`src/rtl/pooling_ctrl.sv`:
```
// Pooling datapath sequencer: walks one feature map (stride / column / row counters)
// and emits the delayed per-cycle control word for the shift/pop/row-FIFO/pool stages.
module pooling_ctrl #(
    parameter int NUM_PE     = 4,
    parameter int DIM_WIDTH  = 10,
    parameter int CTRL_WIDTH = 6,
    parameter int CFG_WIDTH  = 3
) (
    input  logic                  clk,
    input  logic                  reset,
    input  logic                  start,
    input  logic [DIM_WIDTH-1:0]  cfg_input_width,
    input  logic [DIM_WIDTH-1:0]  cfg_input_height,
    input  logic                  cfg_kernel_size,
    input  logic [1:0]            cfg_stride,
    input  logic                  ready,
    output logic [CTRL_WIDTH-1:0] ctrl,
    output logic [CFG_WIDTH-1:0]  cfg,
    output logic                  busy,
    output logic                  done,
    output logic                  err,
    output logic [1:0]            state_dbg
);

    localparam int PE_SHIFT = (NUM_PE > 1) ? $clog2(NUM_PE) : 0;

    typedef enum logic [1:0] {
        IDLE  = 2'd0,
        RUN   = 2'd1,
        DRAIN = 2'd2
    } state_t;

    state_t               state;
    logic [DIM_WIDTH-1:0] width_q;
    logic [DIM_WIDTH-1:0] height_q;
    logic                 kernel3_q;
    logic [1:0]           stride_q;
    logic [1:0]           stride_count;
    logic [DIM_WIDTH-1:0] iw_count;
    logic [DIM_WIDTH-1:0] ih_count;
    logic [DIM_WIDTH-1:0] ih_count_d;
    logic [2:0]           drain_count;
    logic                 err_pend;

    logic                 run;
    logic                 cfg_illegal;
    logic                 stride_inc;
    logic                 iw_inc;
    logic                 ih_inc;
    logic                 ih_clear;
    logic                 kh_count;
    logic                 stride_last;
    logic                 iw_last;
    logic [DIM_WIDTH-1:0] iw_max;
    logic [DIM_WIDTH-1:0] height_last;
    logic [DIM_WIDTH-1:0] min_rows;

    logic                 pop_raw, shift_raw, raw_fifo, push_raw, rpop_raw;
    logic                 mux_raw, pv_raw, ks_raw;
    logic                 pop_d1, pop_d2;
    logic [1:0]           shift_d;
    logic [2:0]           push_d, rpop_d;
    logic [3:0]           mux_d, pv_d, ks_d;

    // ready means the datapath holds an input word this cycle; a word is consumed
    // only when stride_count==0, and mid-stride steps proceed regardless of ready.
    always_comb begin
        run         = (state == RUN);
        iw_max      = (width_q >> PE_SHIFT) - DIM_WIDTH'(1);
        height_last = height_q - DIM_WIDTH'(1);
        stride_last = (stride_count == (stride_q - 2'd1));
        iw_last     = (iw_count == iw_max);
        kh_count    = ih_count[0];
        stride_inc  = run && ((stride_count != 2'd0) || ready);
        iw_inc      = stride_inc && stride_last;
        ih_inc      = iw_inc && iw_last;
        ih_clear    = ih_inc && (ih_count == height_last);

        min_rows    = cfg_kernel_size ? DIM_WIDTH'(3) : DIM_WIDTH'(2);
        cfg_illegal = (cfg_input_width < DIM_WIDTH'(NUM_PE)) ||
                      ((cfg_input_width & DIM_WIDTH'(NUM_PE - 1)) != '0) ||
                      (cfg_input_height < min_rows) ||
                      (cfg_stride == 2'd0);

        pop_raw   = run && (stride_count == 2'd0) && ready;
        shift_raw = stride_inc && !pop_d1;
        raw_fifo  = run && (shift_d[0] || (pop_d2 && ready)) && !(!kernel3_q && kh_count);
        push_raw  = raw_fifo && (ih_count_d != height_last);
        rpop_raw  = raw_fifo && (ih_count != '0);
        mux_raw   = run && !kh_count;
        pv_raw    = run && ((ih_count == height_last) ||
                            (kernel3_q ? (!kh_count && (ih_count != '0)) : kh_count));
        ks_raw    = run && kernel3_q && !(iw_last && stride_last);
    end

    always_ff @(posedge clk or negedge reset) begin
        if (!reset) begin
            state        <= IDLE;
            width_q      <= '0;
            height_q     <= '0;
            kernel3_q    <= 1'b0;
            stride_q     <= 2'd0;
            stride_count <= 2'd0;
            iw_count     <= '0;
            ih_count     <= '0;
            drain_count  <= 3'd0;
            err_pend     <= 1'b0;
            busy         <= 1'b0;
            done         <= 1'b0;
            err          <= 1'b0;
        end else begin
            done     <= err_pend || ((state == DRAIN) && (drain_count == 3'd3));
            err_pend <= 1'b0;
            case (state)
                IDLE: begin
                    if (start) begin
                        if (cfg_illegal) begin
                            err      <= 1'b1;
                            err_pend <= 1'b1;
                        end else begin
                            err          <= 1'b0;
                            width_q      <= cfg_input_width;
                            height_q     <= cfg_input_height;
                            kernel3_q    <= cfg_kernel_size;
                            stride_q     <= cfg_stride;
                            stride_count <= 2'd0;
                            iw_count     <= '0;
                            ih_count     <= '0;
                            busy         <= 1'b1;
                            state        <= RUN;
                        end
                    end
                end
                RUN: begin
                    if (stride_inc) begin
                        stride_count <= stride_last ? 2'd0 : stride_count + 2'd1;
                        if (iw_inc) iw_count <= iw_last ? '0 : iw_count + DIM_WIDTH'(1);
                        if (ih_inc) ih_count <= ih_clear ? '0 : ih_count + DIM_WIDTH'(1);
                        if (ih_clear) begin
                            drain_count <= 3'd0;
                            state       <= DRAIN;
                        end
                    end
                end
                DRAIN: begin
                    if (drain_count == 3'd4) begin
                        busy  <= 1'b0;
                        state <= IDLE;
                    end else begin
                        drain_count <= drain_count + 3'd1;
                    end
                end
                default: begin
                    busy  <= 1'b0;
                    state <= IDLE;
                end
            endcase
        end
    end

    // Delay lines run every cycle so controls issued in the last RUN cycles drain out.
    always_ff @(posedge clk or negedge reset) begin
        if (!reset) begin
            pop_d1     <= 1'b0;
            pop_d2     <= 1'b0;
            shift_d    <= '0;
            push_d     <= '0;
            rpop_d     <= '0;
            mux_d      <= '0;
            pv_d       <= '0;
            ks_d       <= '0;
            ih_count_d <= '0;
        end else begin
            pop_d1     <= pop_raw;
            pop_d2     <= pop_d1;
            shift_d    <= {shift_d[0], shift_raw};
            push_d     <= {push_d[1:0], push_raw};
            rpop_d     <= {rpop_d[1:0], rpop_raw};
            mux_d      <= {mux_d[2:0], mux_raw};
            pv_d       <= {pv_d[2:0], pv_raw};
            ks_d       <= {ks_d[2:0], ks_raw};
            ih_count_d <= ih_count;
        end
    end

    assign ctrl      = CTRL_WIDTH'({pv_d[3], mux_d[3], rpop_d[2], push_d[2], pop_d1, shift_d[1]});
    assign cfg       = CFG_WIDTH'({ks_d[3], stride_q});
    assign state_dbg = state;

endmodule

```
`config.mk`:
```
export PLATFORM = sky130hd
export DESIGN_NAME = pooling_ctrl
export DESIGN_NICKNAME = d
export VERILOG_FILES = /design/src/rtl/pooling_ctrl.sv
export SDC_FILE = /design/constraint.sdc
export NUM_CORES = 1
export LEC_CHECK = 0
export ABC_AREA = 1
export ABC_CLOCK_PERIOD_IN_PS = 5150
export CAP_MARGIN = 20
export CORE_ASPECT_RATIO = 1.75
export CORE_MARGIN = 2
export CORE_UTILIZATION = 25
export DETAILED_ROUTE_END_ITERATION = 16
export MAX_ROUTING_LAYER = met4
export PLACE_DENSITY = 0.42
export SLEW_MARGIN = 20
export SYNTH_ARGS = -nofsm -noshare
export SYNTH_HDL_FRONTEND = slang
export SYNTH_SLANG_ARGS = --single-unit
```
`constraint.sdc`:
```
create_clock -name clk -period 5.15 [get_ports clk]
set_input_delay 1.03 -clock clk [delete_from_list [all_inputs] [get_ports clk]]
set_output_delay 1.03 -clock clk [all_outputs]
set_load 0.005 [all_outputs]
```
==> metrics.txt <==
run status=completed; antenna violations before repair=0; Leakage=roughly 2.6 nW; highest net fanout along the worst path=23; overall power of the completed layout=3.07 mW; CP startpoint kind=primary input; post-synthesis instance total=581; vias in the first global route=between 4000 and 5000; vertical die dimension=184 um; flip-flop and latch count after synthesis=between 80 and 90; Hold Crit Class=reg2reg; cell accounting for the most synthesized area=dfrtp_1; CTS tree=yes; transition at the pin with the smallest max-transition slack=649 ps; non-filler instance count after layout=857; Die Span X=approximately 110 um; share of the synthesized area in the top cell type=45.6%; utilization of the core after routing=30.4%; most instantiated cells after synthesis=148 x nand2_1, 84 x dfrtp_1, 65 x inv_1; fraction of registers with async set/reset=100%; port bufs=40; count of synthesis-stage warnings from yosys=0; peak supply drop=0.000185 V; total inserted antenna cells=0; number of vias in the routed layout=3759; per-cell via count in the routed design=4.39; level count of the clock H-tree=3; most frequent cell after synthesis=nand2_1; top cells by area, synth=dfrtp_1 46%, nand2_1 12%, nand3_1 5.6%; min setup slack post-route=2170 ps; Min Hold Slack=350 ps; fraction of final layout cells sized beyond drive strength 1=11.2%; global-route total usage across every layer=13.5%; accumulated negative setup slack=0 ps; CTS buffer count=9; largest net degree at the start of global routing=48; die area=between 15000 and 20000 um^2; cells resized by post-CTS repair=0; most used flip-flop cell after synthesis=dfrtp_1; cell area after placement=just over 5000 um^2; dominant cell type by count on the critical path=nor2_1; Final Critical Period=2980 ps; I/O pin count=41; net count of the mapped netlist=617; number of placement rows=65; data required time of the worst path=5380 ps; final number of hold-violating endpoints=0; count of flip-flops with a built-in enable after synthesis=0; cell-by-cell trace of the critical path=clkdlybuf4s50_1 > nor2_1 > o21ai_0 > nor2_1 > nand2_1 > nand2_1 > nand2_1 > nor2_4 > inv_1 > nor2_1 > xor2_1 > nor2_1; core region area=between 15000 and 20000 um^2; max capacitance violation total=0; Synth cell types=35; insertion delay of the later-clocked pin in the worst-skew pair=350 ps; total global routing overflow=0; HPWL after detailed placement=9060 um; CTS root buffer=clkbuf_16; post-route cell area=5490 um^2; signed area change from the synthesized netlist to the final layout=19.2%; wire length after detailed routing=11900 um; Setup Slack @ Placement=1760 ps; Post-Syn Area=4610 um^2; final clock period utilization by the worst path=57.9%; DRC violations left=0; routability congestion estimate from global placement=0.861; wire length of the first global-routing pass=between 15000 and 20000 um; average routed wire per standard cell=13.8 um; data arrival time of the worst path=3220 ps; count of placed standard cells including taps=841; maximum clock skew at final layout=about 11 ps; clock slew seen by the registers of the worst setup and hold paths=70 ps; maximum buffer depth of the clock tree=2; hold bufs inserted after CTS=0; layout net count=about 650; Seq/Total Area, Yosys=45.6%; headroom to the max-slew limit=56.7%; initial core utilization=about a quarter; capturing element type of the critical path=flip-flop; setup bufs post-CTS=0; detailed-router iteration count before antenna repair=4; RSZ-0062 raised after global routing=false; number of nets with antenna violations after routing=0; master of the slowest instance on the critical path=nor2_4; maximum clock frequency=335 MHz; slowest stage delay, CP=470 ps; CTS Sinks=84; number of endpoints failing setup at the final stage=0; per-instance average area after synthesis=approximately 7.9 um^2; final number of max-transition violations=0; worst setup path category=in2reg; number of violations reported at the end of detailed-routing iteration 0=150; pwr/cell area=560 nW/um^2
worst max-delay path, delay by kind of cell:
kind | cells | cell delay [ps]
AOI/OAI and AO/OA | 1 | 180
xor gates and xnor gates | 1 | 180
buffers and inverters | 2 | 550
and+or+nand+nor | 8 | 1280
cell type report:
cell class                      count  area [um^2]
Clock inverter                      7         76.3
Multi-Input combinational cell    406         2100
Tap cell                          234          293
Timing Repair Buffer               42          413
Sequential cell                    84         2100
Clock buffer                        9          225
Inverter                           75          284
Fill cell                        1955        12600
cell usage in the layout (no fill, tap or decap), types with 2 or more instances in the layout:
cell	n
dfrtp_1	84
o21ai_1	4
nor3_1	9
nand4_1	18
nand2_2	9
nor2_1	56
a21oi_2	4
nand3_2	4
a21o_1	2
ha_1	9
a21oi_1	6
inv_8	3
nand2_1	148
or2_2	2
nor2_4	6
clkbuf_16	9
inv_1	65
nand2_4	4
nor3b_1	2
clkinv_4	3
inv_2	9
clkdlybuf4s50_1	39
xnor2_1	4
nor2_2	10
o211ai_1	2
buf_4	3
nand3_1	52
nor4_1	3
xor2_1	15
o21ai_0	33
flip-flops by register name (all words and copies together) (netlist names), 3 cells and up:
| name | count |
|---|---|
| pv_d | 4 |
| iw_count | 10 |
| width_q | 8 |
| height_q | 10 |
| ih_count | 10 |
| drain_count | 3 |
| push_d | 3 |
| ks_d | 4 |
| mux_d | 4 |
| ih_count_d | 10 |
| rpop_d | 3 |
worst paths after layout:
path | from | end | slack (ps) | depth (start not counted)
max in group asynchronous | reset | ih_count[6]$_DFFE_PN0P_ | 3490 | 2
worst min-delay path | push_d[1]$_DFF_PN0_ | push_d[2]$_DFF_PN0_ | 350 | 0
worst max-delay path | cfg_input_width[1] | iw_count[5]$_DFFE_PN0P_ | 2170 | 12
worst min register to register | push_d[1]$_DFF_PN0_ | push_d[2]$_DFF_PN0_ | 350 | 0
worst max register to register | height_q[0]$_DFFE_PN0P_ | ih_count[4]$_DFFE_PN0P_ | 2760 | 13
min in group asynchronous | reset | width_q[2]$_DFFE_PN0P_ | 700 | 1
cells by family after synthesis:
family,Yosys count,share of synthesized area [%]
AOI/OAI and AO/OA,52,6.22
adders and majority gates,9,2.44
buffers and inverters,91,8.88
DFF,84,45.6
xor gates and xnor gates,19,3.61
and+or+nand+nor,326,33.3
power breakdown:
group / internal (mW) / switching [mW] / total (mW)
clock network: 0.344 / 0.320 / 0.664
logic: 0.481 / 0.814 / 1.29
registers: 0.910 / 0.206 / 1.12
routing by layer:
metal  GRT usage, %  vias up  share of wire (%)
met2           26.3       40                 58
met4           5.97        0                3.3
met5              -        -                  0
met3           1.81       18                1.5
met1           12.7     1775                 37
li1               -     1926                  -
Note: power is estimated with default switching activity, not from simulation.
==> patch 1 (same settings) <==
Change the parameter `CFG_WIDTH` from 3 to 6.
--- a/src/rtl/pooling_ctrl.sv
+++ b/src/rtl/pooling_ctrl.sv
@@ -4,7 +4,7 @@
     parameter int NUM_PE     = 4,
     parameter int DIM_WIDTH  = 10,
     parameter int CTRL_WIDTH = 6,
-    parameter int CFG_WIDTH  = 3
+    parameter int CFG_WIDTH  = 6
 ) (
     input  logic                  clk,
     input  logic                  reset,
Interface: changed (resized cfg); port bits go from 41 to 44. No check against the original RTL was run, so the function may have changed too.
==> patch 1 against the unedited design <==
- design area hardly changed
- maximum frequency is 4.3% lower
- area after synthesis rose by 0.57%
- sequential cell count did not move
- clock power fell by 3%
- setup slack got worse by 0.14 ns
- via count grew 1.4%
- first-iteration DRC count down 25%
- count of clock-buffer cells in the layout is the same
- total power decreased by 0.29%
- wire length increased by 1.6%
- critical endpoint unchanged
==> patch 1: results (changes against the unedited design) <==
Outcome - finished clean
Post-DP HPWL - 9.149 mm (+0.95%)
Reg-to-reg critical path startpoint - height_q[0]
TritonCTS buffer count - 9 (unchanged)
FFs w/ async S/R, synth - 1.000 (unchanged)
Vias in the first global route - 4,034 (+0.20%)
All-Layer GR Usage - 0.1362 (+0.001570)
Share of cells above drive strength 1 - 0.1118 (-0.0005385)
Worst R2R End - ih_count[5]
Placer Congestion - 0.8617 (about the same)
Hold endpoint - push_d[1]
Diodes inserted - 0 (unchanged)
VDD IR-drop max - 0.1513 mV (-18%)
Clk_skew - 0.004502 ns (-0.006979 ns)
Fill count - 1,919 (-1.8%)
Ys Warns - 0 (unchanged)
Vias - 3,811 (+1.4%)
Initial Utilization - 0.2556 (+0.0003039)
Clk_lat worst skew - 0.34 ns
Synth top area cells - dfrtp_1, nand2_1, nand3_1
Hold_sp - push_d[0]
FF-to-FF setup slack - 2.74 ns (-0.02 ns)
Worst slew margin - 0.5498 (-0.01722)
Netlist cell types - 36 (+2.9%)
Leakage - 2.599 nW (about the same)
Drt first pass iters - 5 (+1)
Port buffer count - 40 (unchanged)
Root Buffer - clkbuf_16
Largest net degree at the start of global routing - 51 (+6.3%)
Final net count - 657 (+0.46%)
Sequential cell area fraction in the yosys report - 0.4534 (-0.002585)
HP Class - reg2reg
Commonest cells in the netlist - nand2_1, dfrtp_1, inv_1
WL/cell - 14.01 µm (+1.3%)
First DRT Iteration DRCs - 112 (-25%)
Crit Path Max Fanout - 23 (unchanged)
CTS resizes - 0 (unchanged)
Antenna violations before repair - 0 (unchanged)
H-tree levels - 3 (unchanged)
Final Hold Viols - 0 (unchanged)
WP data arrival - 3.35 ns (+0.13 ns)
First-pass GRT wire length - 19.99 mm (+1.3%)
==> patch 1: cell type report <==
class | count | share of cell area
well taps | 234 | 0.05328
flip-flops and latches | 84 | 0.3825
clock inverters | 7 | 0.01207
repair buffers | 42 | 0.07514
inverters | 75 | 0.05168
multi-input cells | 409 | 0.3843
clock buffers | 9 | 0.04098
==> patch 1: where the power goes <==
part,internal (mW),switching (mW),total (mW)
clock network,0.340,0.307,0.647
logic,0.482,0.822,1.30
registers,0.911,0.205,1.12
total,1.73,1.33,3.07
==> patch 1: cells by family (layout without fill, tap and decap cells) <==
family	Yosys count	in the layout	share of synthesized area
AOI/OAI and AO/OA	52	52	0.06181
xor gates and xnor gates	19	19	0.03590
and+or+nand+nor	326	326	0.3306
adders and majority gates	9	9	0.02429
other	1	3	0.0008089
buffers and inverters	94	133	0.09311
DFF	84	84	0.4534
==> patch 1: metrics by stage <==
stage | worst slack [ns] | cells | power, mW | cell area, µm² | hold WS [ns]
final | 2.031 | 860 | 3.066 | 5495 | 0.3487
after global routing | 1.729 | 860 | 3.346 | 5495 | 0.3563
after CTS | 1.973 | 860 | 3.112 | 5495 | 0.3515
after floorplan | 2.971 | 587 | 2.077 | 4643 | 0.3312
after global placement | 1.739 | 844 | 2.423 | 5204 | 0.3328
after detailed placement | 1.687 | 844 | 2.451 | 5204 | 0.3347
==> patch 1: metal layers <==
| metal | wire [µm] | GRT usage | share of wire | vias up |
|---|---|---|---|---|
| li1 | - | - | - | 1931 |
| met1 | 4601 | 0.1376 | 0.38 | 1791 |
| met2 | 6806 | 0.2553 | 0.56 | 68 |
| met3 | 283 | 0.01945 | 0.023 | 21 |
| met4 | 358 | 0.06182 | 0.030 | 0 |
| met5 | 0 | - | 0 | - |
==> patch 1: how the worst max path moves through the flow <==
stage	endpoint	slack, ns	cells past startpoint
finish	iw_count[5]	2.03	12
global route	iw_count[5]	1.73	12
CTS	iw_count[5]	1.97	12
detailed placement	ih_count[2]	1.69	11
global placement	iw_count[5]	1.74	12
floorplan	iw_count[5]	2.97	11
==> patch 1: worst max-delay path, stage by stage <==
cell and delay (ns):
clkdlybuf4s50_1 0.40, nor2_1 0.09, o21ai_0 0.20, nor2_1 0.16, nand2_1 0.12, nand2_1 0.12, nand2_1 0.11, nor2_4 0.50
inv_1 0.16, nor2_1 0.17, xor2_1 0.21, nor2_1 0.06
==> patch 2 (same settings) <==
Without the edit above. Reset style: synchronous (`reset`), changed in 2 clocked blocks.
--- a/src/rtl/pooling_ctrl.sv
+++ b/src/rtl/pooling_ctrl.sv
@@ -93,7 +93,7 @@
         ks_raw    = run && kernel3_q && !(iw_last && stride_last);
     end
 
-    always_ff @(posedge clk or negedge reset) begin
+    always_ff @(posedge clk) begin
         if (!reset) begin
             state        <= IDLE;
             width_q      <= '0;
@@ -159,7 +159,7 @@
     end
 
     // Delay lines run every cycle so controls issued in the last RUN cycles drain out.
-    always_ff @(posedge clk or negedge reset) begin
+    always_ff @(posedge clk) begin
         if (!reset) begin
             pop_d1     <= 1'b0;
             pop_d2     <= 1'b0;
Check against the original RTL: differs if reset is asserted again (counterexample within 4 cycles, from zero or initial values and one cycle with reset low); with reset held inactive, the same outputs for 4 cycles.
==> patch 2 against the unedited design <==
- sequential cell count unchanged
- count of clock-buffer cells in the layout unchanged
- critical path depth decreased by 2
- area after synthesis decreased by 2.1%
- hold slack improved by 0.055 ns
- non-clock buffer count decreased by 1
- wire length increased by 10%
- design area decreased by 1.5%
- setup slack improved by 0.34 ns
- global-route usage increased by 1.1 points
- clock skew decreased by 0.0067 ns
Power is not compared: it rests on default switching activity, and its combinational part moved more than twofold at a synthesized area within 25%.
==> patch 2: results (changes against the unedited design) <==
Hold_sp - ks_d[2]
First DRT Iteration DRCs - 93 (-38%)
Placer Congestion - 0.8467 (-1.7%)
DR vias/cell - 4.452 (+1.5%)
R2R depth - 14 (+1)
Post-DP HPWL - 10.32 mm (+14%)
Worst slew margin - 0.4610 (-0.1060)
Clk_skew - 0.004828 ns (-0.006652 ns)
Nonclk buf count - 41 (-2.4%)
Worst setup path end - stride_q[0]
Reg-to-reg critical path startpoint - height_q[0]
Signal buf overhead - 0.07442 (-0.0007373)
Non-clk invs - 103 (+37%)
Final net count - 724 (+11%)
Outcome - finished clean
Fill count - 1,985 (+1.5%)
Slowest stage delay, CP - 0.50 ns (+0.03 ns)
Mapped Cells - 658 (+13%)
Synth top area cells - dfxtp_1, nand2_1, inv_1
FFs w/ async S/R, synth - 0 (-1.000)
Crit Path Max Fanout - 43 (+87%)
Netlist cell types - 43 (+23%)
Worst R2R End - ih_count[7]
Met3 Usage GRT - 0.01795 (-0.0001318)
Sequential cell area fraction in the yosys report - 0.3728 (-0.08321)
Layout clock area frac - 0.06101 (+0.006127)
Met2 Use GR - 0.2945 (+0.03101)
Final cell count without fillers - 927 (+8.2%)
WL/cell - 14.06 µm (+1.7%)
WP data arrival - 2.90 ns (-0.32 ns)
Commonest cells in the netlist - nand2_1, inv_1, dfxtp_1
Largest net degree at the start of global routing - 55 (+15%)
All-Layer GR Usage - 0.1453 (+0.01066)
#MultiIn Comb - 449 (+11%)
Net count after synthesis - 694 (+12%)
Multi-input combinational area share - 0.4273 (+0.04495)
Vias in the first global route - 4,313 (+7.1%)
-- patch 2: cell types whose count changed after synthesis, moves of 7 or more --
cell	unedited run	this run
dfrtp_1	84	0
dfxtp_1	0	84
a21oi_1	6	41
inv_1	65	91
nand2_1	148	159
nand3_1	52	59
o21ai_0	33	26
-- patch 2: logic make-up (layout without fill, tap and decap cells) --
family,Yosys count,after routing,share of synthesized area
buffers and inverters,125,160,0.1148
and+or+nand+nor,336,336,0.3470
DFF,84,84,0.3728
adders and majority gates,9,9,0.02497
xor gates and xnor gates,15,15,0.02912
AOI/OAI and AO/OA,89,89,0.1112
-- patch 2: through the flow --
stage               worst slack [ns]  total power, mW  cell area (µm²)
floorplan                      2.971           0.8518             4511
global placement               1.690           0.9314             5081
detailed placement             1.658           0.9335             5081
CTS                            2.022            1.665             5411
global route                   2.235            1.719             5414
finish                         2.506            1.634             5414
-- patch 2: layer usage --
layer  wire length [µm]  part of all wire
met1               4484              0.34
met4                647             0.050
met3                173             0.013
met5                  0                 0
met2               7732              0.59
